**config.mk**
```make
export PLATFORM = sky130hd
export DESIGN_NAME = mux16_rr_arbiter
export DESIGN_NICKNAME = d
export VERILOG_FILES = /design/src/rtl/mux16_rr_arbiter.sv
export SDC_FILE = /design/constraint.sdc
export NUM_CORES = 1
export LEC_CHECK = 0
export BUFFER_PORTS_ARGS = -buffer_cell sky130_fd_sc_hd__buf_2
export CAP_MARGIN = 10
export CORE_ASPECT_RATIO = 0.7
export CORE_MARGIN = 4
export CORE_UTILIZATION = 50
export CTS_CLUSTER_DIAMETER = 200
export DETAILED_ROUTE_END_ITERATION = 10
export GPL_ROUTABILITY_DRIVEN = 1
export HOLD_SLACK_MARGIN = 0.12
export PLACE_DENSITY = 0.79
export RECOVER_POWER = 25
export REMOVE_ABC_BUFFERS = 1
export SKIP_CTS_REPAIR_TIMING = 1
export SLEW_MARGIN = 20
export SYNTH_ARGS = -nofsm -noshare
export SYNTH_HDL_FRONTEND = slang
export SYNTH_SLANG_ARGS = --single-unit
```
**constraint.sdc**
```tcl
create_clock -name clk -period 3.34 [get_ports clk]
set_input_delay 0.835 -clock clk [delete_from_list [all_inputs] [get_ports clk]]
set_output_delay 0.835 -clock clk [all_outputs]
set_load 0.1 [all_outputs]
```
**src/rtl/mux16_rr_arbiter.sv**
```systemverilog
// Round-robin arbiter sharing one 16:1 single-bit mux among 16 requesters.
// The granted bit goes out over valid/ready, with at most BURST beats per grant.
//
// state | meaning
// IDLE  | no grant held; pick the next requester from ptr onward
// GRANT | requester sel owns the mux; out_valid follows req[sel]
module mux16_rr_arbiter #(
  parameter int N_REQ = 16,
  parameter int BURST = 4
) (
  input  logic        clk,
  input  logic        rst_n,
  input  logic [15:0] req,
  input  logic [15:0] din,
  input  logic        out_ready,
  output logic [3:0]  sel,
  output logic [15:0] gnt,
  output logic        out_valid,
  output logic        out_data,
  output logic        busy
);

  typedef enum logic {IDLE, GRANT} state_t;

  localparam logic [3:0] LAST_BEAT = 4'(BURST - 1);

  generate
    if (N_REQ != 16 || BURST < 1 || BURST > 16) begin : g_bad_param
      $error("mux16_rr_arbiter: N_REQ must be 16 and BURST must be 1..16");
    end
  endgenerate

  state_t     state;
  logic [3:0] ptr;
  logic [3:0] beat_cnt;
  logic [3:0] winner;
  logic       xfer;

  // Rotate so ptr lands at bit 0, then the lowest set bit is the winner's offset.
  function automatic logic [3:0] rr_pick(input logic [15:0] r, input logic [3:0] p);
    logic [31:0] dbl;
    logic [15:0] rot;
    logic [3:0]  off;
    dbl = {r, r} >> p;
    rot = dbl[15:0];
    off = 4'd0;
    for (int i = 15; i >= 0; i--) begin
      if (rot[i]) off = 4'(i);
    end
    return p + off;
  endfunction

  assign winner    = rr_pick(req, ptr);
  assign busy      = (state == GRANT);
  assign out_valid = busy & req[sel];
  assign out_data  = out_valid & din[sel];
  assign xfer      = out_valid & out_ready;

  always_ff @(posedge clk or negedge rst_n) begin
    if (!rst_n) begin
      state    <= IDLE;
      sel      <= 4'd0;
      gnt      <= 16'd0;
      ptr      <= 4'd0;
      beat_cnt <= 4'd0;
    end else begin
      case (state)
        IDLE: begin
          if (|req) begin
            sel      <= winner;
            gnt      <= 16'd1 << winner;
            beat_cnt <= 4'd0;
            state    <= GRANT;
          end
        end
        GRANT: begin
          // Release on the final beat or when the owner drops its request.
          if ((xfer && beat_cnt == LAST_BEAT) || !req[sel]) begin
            ptr      <= sel + 4'd1;
            gnt      <= 16'd0;
            beat_cnt <= 4'd0;
            state    <= IDLE;
          end else if (xfer) begin
            beat_cnt <= beat_cnt + 4'd1;
          end
        end
        default: state <= IDLE;
      endcase
    end
  end

endmodule

```
==> flow_summary.toml <==
[synthesis]
post_synth_num_cell_types = 53
synthesis.yosys.warnings = 0
synth_area_per_cell_sq_um = 10.3
synth.yosys.seq_area_share_pct = 26.3
synth.cell_area_sq_um = 2760
synth_enable_flop_cells = 0
ys_seq_elements = 29
syn_inst = 267
asyncSetResetFlopFracSynth_pct = 100
ys.flop_type = "sky130_fd_sc_hd__dfrtp_1"

[finish]
final_net_count = 427
layout.cells.non_filler = 459
final_core_util_pct = 74.1
ant_cells = 0
drive_gt1_share_pct = 53.7
layout-area-overhead-vs-synth_pct = 41.8

[worst_setup_path]
crit_path_max_fo = 5
worstReg2RegEnd = "gnt[1]$_DFFE_PN0P_"
path_class = "in -> reg"
setup.worst_path.start_class = "primary input"
critPathArrivalTime_ns = 4.21
cp-end-kind = "flip-flop"
worst_ep_required_time_ns = 3.56
setup.reg_to_reg.worst_slack_ns = -0.59
r2r_cells = 15
r2r_start = "ptr[1]$_DFFE_PN0P_"

[hold_path]
hold_start = "gnt[7]$_DFFE_PN0P_"
worst_hold_path.num_cells = 2
worst_hold_path.endpoint = "gnt[7]$_DFFE_PN0P_"
hold_path.class = "reg -> reg"

[sta]
timing.slew.headroom_pct = -2.66
grt_setup_unrepaired = "yes"
postLayoutSetupSlackWorst_ns = -0.658
report.final.hold_viol_count = 0
final.period_utilization_pct = 120
timing_max_transition_violations_final = 30
setup_violations = 19
maxClockFrequency_ghz = 0.250
timing.final.crit_period_ns = 4.00
slew_worst_pin_ns = 1.54
clock-skew-final_ns = 0.00551

[route]
detail_route.wirelength_um = 9150
num_vias = 2897
detail_route.drc_violations = 0
avgRoutedWirePerCell_um = 19.9
first_pass_iters = 5
iteration_0_drc_markers = 288
ant_nets = 0
avgViaCountPerCell = 6.31

[clocking]
root_buffer_selected_by_cts = "sky130_fd_sc_hd__clkbuf_8"
number_of_levels_in_the_clock_h_tree = 2
clock_insertion_delay_worst_skew_ns = 0.29
cts_made_buffers = 5
clock_tree_from_tritoncts = "yes"
tritoncts_num_sinks = 29
clock_tree.buffer_depth = 2
clock_pin_slew_of_the_registers_on_the_worst_case_setup_and_hold_paths_ns = 0.06

[grt]
grt_first_pass_wirelength_um = 13200
global_route.usage.total_pct = 23.9
use_met2_pct = 36.0
gr-max-usage-layer = "met2"
largest_net_degree_at_the_start_of_global_routing = 30
gr-total-overflow = 0
global_route.usage.met3_pct = 4.99
grt_use_met1_pct = 34.5
first_global_vias = 2756
initial_antenna_violation_count = 0

[floorplanning]
floorplan_row_count = 22
die_width_um = 96.8
die_area_sq_um = 6800
die_height_um = 70.2
start_util_pct = 52.3
core_region_area_sq_um = 5290
top_level_ports = 58

[place]
routability_congestion_estimate = 0.926
dp.cells = 444
io_buffer_count = 57
detailedPlacementHpwl_um = 6390

[status]
outcome = "finished, violations left"
violations = "max-capacitance violations, max-slew violations, negative setup slack"

[run]
drv.max_cap_violation_count = 1
sequential cells by signal (all words and copies together), names as in the netlist:
name	count
gnt	16
busy	1
sel	4
beat_cnt	4
ptr	4
synth_stat cells, types with 4 or more instances:
master | count | area [sq um]
sky130_fd_sc_hd__nand2_1 | 42 | 158
sky130_fd_sc_hd__dfrtp_1 | 29 | 726
sky130_fd_sc_hd__mux4_2 | 22 | 495
sky130_fd_sc_hd__o21ai_0 | 22 | 110
sky130_fd_sc_hd__mux2i_1 | 12 | 120
sky130_fd_sc_hd__mux2_2 | 11 | 124
sky130_fd_sc_hd__a21oi_1 | 8 | 40.0
sky130_fd_sc_hd__nor2_1 | 8 | 30.0
sky130_fd_sc_hd__inv_1 | 7 | 26.3
sky130_fd_sc_hd__nand2b_1 | 7 | 43.8
sky130_fd_sc_hd__clkbuf_1 | 6 | 22.5
sky130_fd_sc_hd__mux4_1 | 6 | 158
sky130_fd_sc_hd__o21ai_1 | 6 | 30.0
sky130_fd_sc_hd__a211oi_1 | 5 | 37.5
sky130_fd_sc_hd__ha_1 | 5 | 62.6
sky130_fd_sc_hd__nor4_1 | 5 | 31.3
sky130_fd_sc_hd__nand3_1 | 4 | 20.0
sky130_fd_sc_hd__nor3b_1 | 4 | 30.0
placed cells by master, fill, tap and decap left out, types with 3 or more instances in the layout:
| cell type | n |
|---|---|
| sky130_fd_sc_hd__a211oi_2 | 3 |
| sky130_fd_sc_hd__and2_1 | 3 |
| sky130_fd_sc_hd__inv_1 | 6 |
| sky130_fd_sc_hd__ha_1 | 4 |
| sky130_fd_sc_hd__mux2_2 | 9 |
| sky130_fd_sc_hd__buf_4 | 63 |
| sky130_fd_sc_hd__o21ai_1 | 13 |
| sky130_fd_sc_hd__mux4_2 | 27 |
| sky130_fd_sc_hd__nand2_1 | 39 |
| sky130_fd_sc_hd__a21o_1 | 3 |
| sky130_fd_sc_hd__o21ai_2 | 6 |
| sky130_fd_sc_hd__o21ai_0 | 9 |
| sky130_fd_sc_hd__dfrtp_1 | 28 |
| sky130_fd_sc_hd__mux2i_1 | 11 |
| sky130_fd_sc_hd__clkbuf_8 | 7 |
| sky130_fd_sc_hd__a21oi_1 | 7 |
| sky130_fd_sc_hd__o211ai_1 | 3 |
| sky130_fd_sc_hd__nand2b_1 | 6 |
| sky130_fd_sc_hd__buf_2 | 49 |
| sky130_fd_sc_hd__nand2_2 | 3 |
| sky130_fd_sc_hd__nor2_1 | 8 |
| sky130_fd_sc_hd__nand3_1 | 4 |
| sky130_fd_sc_hd__nor4_1 | 4 |
| sky130_fd_sc_hd__buf_6 | 9 |
through the flow:
stage,hold slack [ns],cell area (sq um),TNS [ns],setup slack [ns]
after CTS,0.480,3630,-13.26,-0.758
after detailed placement,0.467,3530,-18.74,-1.05
after floorplan,0.461,2690,-13.34,-0.707
after global routing,0.524,3920,-14.76,-0.856
final,0.502,3920,-11.14,-0.658
after global placement,0.462,3530,-17.03,-0.961
layout make-up:
class                      count  area, sq um
clock buffer                   7         96.3
sequential                    29          727
fill                         349         1370
inverter                       7         26.3
timing repair buffer         125          878
multi-input combinational    218         2090
tap                           72         90.1
clock inverter                 1         5.00
worst max-delay path by stage:
| stage | start | cells after the start | slack, ns | end |
|---|---|---|---|---|
| floorplan | ptr[1]$_DFFE_PN0P_ | 13 | -0.71 | gnt[12]$_DFFE_PN0P_ |
| global placement | req[9] | 14 | -0.96 | gnt[8]$_DFFE_PN0P_ |
| detailed placement | req[12] | 14 | -1.05 | gnt[8]$_DFFE_PN0P_ |
| CTS | req[12] | 14 | -0.76 | gnt[8]$_DFFE_PN0P_ |
| global route | req[9] | 15 | -0.86 | gnt[5]$_DFFE_PN0P_ |
| finish | req[9] | 15 | -0.66 | gnt[1]$_DFFE_PN0P_ |
per-layer routing:
layer | up-vias | share of wire (%)
met4 | 0 | 2.5
li1 | 1270 | -
met3 | 31 | 10
met5 | - | 0
met2 | 207 | 48
met1 | 1389 | 40
cell families (layout without fill, tap and decap cells):
group,count (synthesis),count (layout),synth area share (%)
AOI/OAI and AO/OA,64,64,14.9
buffers and inverters,20,140,3.67
muxes,51,51,32.5
and+or+nand+nor,90,90,17.0
adders and majority gates,6,6,2.99
xor gates and xnor gates,7,7,2.76
DFF,29,29,26.3
critical path: stages:
cell	delay, ns
sky130_fd_sc_hd__buf_2	0.11
sky130_fd_sc_hd__buf_4	0.14
sky130_fd_sc_hd__mux4_2	0.52
sky130_fd_sc_hd__mux2i_1	0.25
sky130_fd_sc_hd__nand2b_1	0.11
sky130_fd_sc_hd__a211o_1	0.32
sky130_fd_sc_hd__a211oi_2	0.28
sky130_fd_sc_hd__nor4_4	0.07
sky130_fd_sc_hd__a211oi_2	0.19
sky130_fd_sc_hd__ha_2	0.23
sky130_fd_sc_hd__inv_2	0.04
sky130_fd_sc_hd__fa_2	0.62
sky130_fd_sc_hd__and4b_1	0.26
sky130_fd_sc_hd__nand2_2	0.09
sky130_fd_sc_hd__o21ai_2	0.14
Power is left out: the tool's default activity adds up to more than one toggle a clock period on the data nets, which glitch-free logic cannot reach.
